### src/rtl/ppu_oam_dma.sv
// Sprite DMA engine behind CPU register $4014: copies one 256-byte page into
// OAMDATA through the ordinary CPU bus path, halting the CPU while it runs.
module ppu_oam_dma #(
    parameter logic [15:0] DMA_REG_ADDR = 16'h4014,
    parameter logic [15:0] OAMDATA_ADDR = 16'h2004
) (
    input  logic        clk_in,
    input  logic        rst_in,
    input  logic [15:0] cpu_a_in,
    input  logic [7:0]  cpu_d_in,
    input  logic        cpu_r_nw_in,
    input  logic [7:0]  mem_d_in,
    output logic        active_out,
    output logic [15:0] cpu_a_out,
    output logic [7:0]  cpu_d_out,
    output logic        cpu_r_nw_out
);

    typedef enum logic [1:0] {
        S_READY,
        S_READ,
        S_WRITE,
        S_DONE
    } state_t;

    state_t      state, state_nxt;
    logic [7:0]  page, page_nxt;
    logic [7:0]  idx, idx_nxt;
    logic [7:0]  data, data_nxt;
    logic        active_nxt;
    logic [15:0] a_nxt;
    logic [7:0]  d_nxt;
    logic        r_nw_nxt;

    always_ff @(posedge clk_in or posedge rst_in) begin
        if (rst_in) begin
            state        <= S_READY;
            page         <= 8'h00;
            idx          <= 8'h00;
            data         <= 8'h00;
            active_out   <= 1'b0;
            cpu_a_out    <= 16'h0000;
            cpu_d_out    <= 8'h00;
            cpu_r_nw_out <= 1'b1;
        end else begin
            state        <= state_nxt;
            page         <= page_nxt;
            idx          <= idx_nxt;
            data         <= data_nxt;
            active_out   <= active_nxt;
            cpu_a_out    <= a_nxt;
            cpu_d_out    <= d_nxt;
            cpu_r_nw_out <= r_nw_nxt;
        end
    end

    always_comb begin
        state_nxt = state;
        page_nxt  = page;
        idx_nxt   = idx;
        data_nxt  = data;

        // CPU bus inputs are only looked at while idle, so a mid-transfer
        // write to $4014 can neither retrigger nor change the page.
        case (state)
            S_READY: begin
                if (cpu_a_in == DMA_REG_ADDR && !cpu_r_nw_in) begin
                    page_nxt  = cpu_d_in;
                    idx_nxt   = 8'h00;
                    state_nxt = S_READ;
                end
            end
            S_READ: begin
                data_nxt  = mem_d_in;
                state_nxt = S_WRITE;
            end
            S_WRITE: begin
                if (idx == 8'hFF) begin
                    state_nxt = S_DONE;
                end else begin
                    idx_nxt   = idx + 8'h01;
                    state_nxt = S_READ;
                end
            end
            default: state_nxt = S_READY;
        endcase

        // Outputs are decoded from the next state and registered, so the bus
        // sees clean values for the whole cycle.
        active_nxt = 1'b0;
        a_nxt      = 16'h0000;
        d_nxt      = 8'h00;
        r_nw_nxt   = 1'b1;
        case (state_nxt)
            S_READ: begin
                active_nxt = 1'b1;
                a_nxt      = {page_nxt, idx_nxt};
            end
            S_WRITE: begin
                active_nxt = 1'b1;
                a_nxt      = OAMDATA_ADDR;
                d_nxt      = data_nxt;
                r_nw_nxt   = 1'b0;
            end
            S_DONE:  active_nxt = 1'b1;
            default: active_nxt = 1'b0;
        endcase
    end

endmodule

### config.mk
export PLATFORM = sky130hd
export DESIGN_NAME = ppu_oam_dma
export DESIGN_NICKNAME = d
export VERILOG_FILES = /design/src/rtl/ppu_oam_dma.sv
export SDC_FILE = /design/constraint.sdc
export NUM_CORES = 1
export LEC_CHECK = 0
export CELL_PAD_IN_SITES_DETAIL_PLACEMENT = 0
export CELL_PAD_IN_SITES_GLOBAL_PLACEMENT = 1
export CORE_ASPECT_RATIO = 0.6
export CORE_UTILIZATION = 38
export CTS_BUF_LIST = sky130_fd_sc_hd__clkbuf_2
export DETAILED_ROUTE_END_ITERATION = 6
export GPL_TIMING_DRIVEN = 0
export HOLD_SLACK_MARGIN = 0.15
export MAX_ROUTING_LAYER = met4
export PLACE_DENSITY = 0.85
export SLEW_MARGIN = 20
export SYNTH_ARGS = -nofsm -noshare
export SYNTH_HDL_FRONTEND = slang
export SYNTH_SLANG_ARGS = --single-unit
### constraint.sdc
create_clock -name clk_in -period 2.7 [get_ports clk_in]
set_input_delay 0.675 -clock clk_in [delete_from_list [all_inputs] [get_ports clk_in]]
set_output_delay 0.675 -clock clk_in [all_outputs]
set_load 0.02 [all_outputs]
==> impl_results.md <==
- Status: complete, no violations
- Starting density of the core: 41.51%
- Largest net degree at the start of global routing: 25
- Antenna viol nets, final: 0
- CTS tree: yes
- Critical Path Max Stage Delay: around 0.55 ns
- Setup_tns: 0 ns
- Max Buffers Root-to-Sink: 2
- Synthesized area: 1785 sq um
- Final Hold Vio Count: 0
- Syn Inst Count: between 100 and 150
- Post-CTS Setup Inserts: 0
- Syn nets: 182
- # port buffers: 60
- Async SR Flop Fraction: 100.0%
- YS warnings: 0
- P_sw: 0.7238 mW
- Hold Crit Class: flip-flop to flip-flop
- Fin. max-slew vios: 0
- N_diodes: 0
- Slew headroom: 38.31%
- Clock Power Share: 18.8%
- Vias/cell: 5.011
- Hold buffer count at CTS: 0
- Worst Setup Path Type: input pin to flip-flop
- Initial DRT Pass Iterations: 4
- Vias in the first global route: 1344
- Max FO, Critical Path: 10
- Crit path launch: cpu_a_in[12]
- Worst slew pin tran: between 0.9 and 1 ns
- Detailed placement HPWL: 2841 um
- Gpl congestion: 0.8088
- Critical path data arrival time: 2.61 ns
- # clock sinks: 44
- Startpoint Class: input pin
- Final period util: 85.21%
- Clk root buf: clkbuf_2
- Unrepaired setup endpoints after global routing: no
- Hold Slack: 0.5046 ns
- Library cells used by synthesis: 37
- Die ar.: 4986 sq um
- Total power: between 2 and 2.5 mW
- CORE AREA: 4302 sq um
- Ys flop type: dfrtp_1
- GRT Resource Usage Total: 17.10%
- Ports: 61
- Die H: roughly 55 um
- Area Overhead vs Synth: 43.38%
- Die width: 90.49 um
- Internal power: 1.288 mW
- Detailed-route via count: 1378
- Crit-path cells: clkdlybuf4s50_1 > nor4b_1 > nand2_1 > nor4_4 > mux2_2
- Critical Path RT: ~3 ns
- Max Freq: 434.7 MHz
- Worst Clk Skew: 0.01805 ns
- 1st-iter DRT viols: 49
- Fillers: 358
- Total congestion overflow: 0
- Synth Register Bits: 44
- EDFF count, synth: 0
- Hold_sp: page[2]
- Final Critical Period: 2.301 ns
- Part of the Yosys area used for sequential elements: just over 60%
- Switching Fraction: 35.98%
- CTS buffer count: 5
- CTS H-tree lvls: 2
- Post-CTS sizing: 0
- Total Wirelength: around 3800 um
- Mean routed wirelength per cell: roughly 14 um
- Leak: 1.104 nW
- CP Capture Type: flip-flop
- Worst r2r src: idx[0]
- Row Count: 18
- Clock Pin Slew Worst Setup and Hold Paths: 0.24 ns
- Power Density: 785.8 nW/um^2
- Later-pin clock latency in the skew report: 0.40 ns
- Sequential share of power: around 44%
- # Max-Cap Violations: 0
- Slowest CP cell: nor4_4
- Avg Inst Size Synth: 12.23 sq um
- Setup violations, final: 0
- DRC viols: 0
- First-pass GRT wire length: 6216 um
- Fraction of layout cells with a size suffix above 1: 11.63%
- Initial antenna violation count: 0
- # nets final: 250
- VDD IR max: about 0.00043 V
- Power share of the combinational group: a little under two fifths
## cell type report
class	instances	area, sq um	area share (%)
timing repair buffer	61	628.1	24.54
sequential	44	1102	43.06
tap	60	75.07	2.933
multi-input combinational	92	638.1	24.93
clock inverter	3	46.29	1.808
inverter	3	11.26	0.4399
buffer	7	33.78	1.320
clock buffer	5	25.02	0.9775
## worst paths after layout
check,endpoint,slack [ns],cells past startpoint
max in group asynchronous,cpu_r_nw_out,1.55,3
hold / removal,cpu_a_out[10],0.50,1
setup reg to reg,cpu_a_out[13],0.69,5
hold reg to reg,cpu_a_out[10],0.50,1
min in group asynchronous,cpu_a_out[8],0.57,2
setup / recovery,page[2],0.40,5
## kinds of logic after synthesis
family	count (synthesis)	synth area share, %
compound gates	30	12.12
xor+xnor	4	1.963
fa+ha+maj	1	0.7007
buf+inv	10	2.523
flops	44	61.74
mux	9	5.606
simple gates	48	15.35
## state kept, by name, indices dropped and copies added (netlist names)
register and cells:
page 8, cpu_r_nw_out 1, active_out 1, state 2
cpu_a_out 16, idx 8, cpu_d_out 8
## cell usage after synthesis, types with 2 or more instances
library cell	number	area, sq um
nor3_1	2	10.01
nor4b_1	2	17.52
inv_1	3	11.26
nor4_1	2	12.51
and2_1	10	62.56
or2_2	2	12.51
clkbuf_1	6	22.52
nand2b_1	2	12.51
o22ai_1	2	12.51
a22o_1	7	61.31
nor2b_1	2	12.51
nand3_1	6	30.03
xor2_1	2	17.52
mux2_2	8	90.09
nor2_1	9	33.78
o21ai_0	2	10.01
dfrtp_1	43	1076
o21bai_1	2	15.01
a311oi_1	2	17.52
nand2_1	7	26.28
a21oi_1	8	40.04
xnor2_1	2	17.52
## cells in the final DEF (no fill, tap or decap), types with 2 or more instances in the layout
| cell | instances |
|---|---|
| mux2_2 | 8 |
| nor4_1 | 2 |
| nand2b_1 | 2 |
| or2_2 | 2 |
| clkbuf_2 | 5 |
| nand2_1 | 7 |
| a21oi_1 | 8 |
| a311oi_1 | 2 |
| nor4b_1 | 2 |
| dfrtp_1 | 43 |
| o21ai_0 | 2 |
| xnor2_1 | 2 |
| inv_1 | 2 |
| nor2_1 | 9 |
| nor2b_1 | 2 |
| and2_1 | 10 |
| xor2_1 | 2 |
| clkdlybuf4s50_1 | 60 |
| clkbuf_1 | 6 |
| o22ai_1 | 2 |
| nand3_1 | 6 |
| o21bai_1 | 2 |
| nor3_1 | 2 |
| a22o_1 | 7 |
## per-layer routing
layer	part of all wire, %	routed length [um]	track usage, %	up-vias
met5	0	0	-	-
met4	1.4	55	5.645	0
met3	4.9	186	4.645	9
met2	45	1724	28.91	43
met1	49	1852	20.57	670
li1	-	-	-	656
## power groups by stage
stage | sequential, mW | combinational (mW) | clock (mW)
after floorplan | 0.978 | 0.367 | 0
after global placement | 0.901 | 0.721 | 0
after detailed placement | 0.905 | 0.741 | 0
after CTS | 0.894 | 0.743 | 0.396
after global routing | 0.915 | 0.815 | 0.424
final | 0.894 | 0.741 | 0.377
## worst max-delay path, delay by kind of cell
family / cells / cell delay [ns]
multiplexers: 1 / 0.41
buffers and inverters: 1 / 0.42
AND/OR/NAND/NOR: 3 / 1.10
## per-stage QoR
step	cell area (sq um)	std cells	util, %	worst slack, ns
floorplan	1785	146	-	0.5991
global placement	2461	266	57.21	-0.01404
detailed placement	2489	267	57.85	-0.05523
CTS	2560	275	59.51	0.4090
global route	2560	275	59.51	0.2833
finish	2560	275	59.51	0.3994
Note: power is estimated with default switching activity, not from simulation.
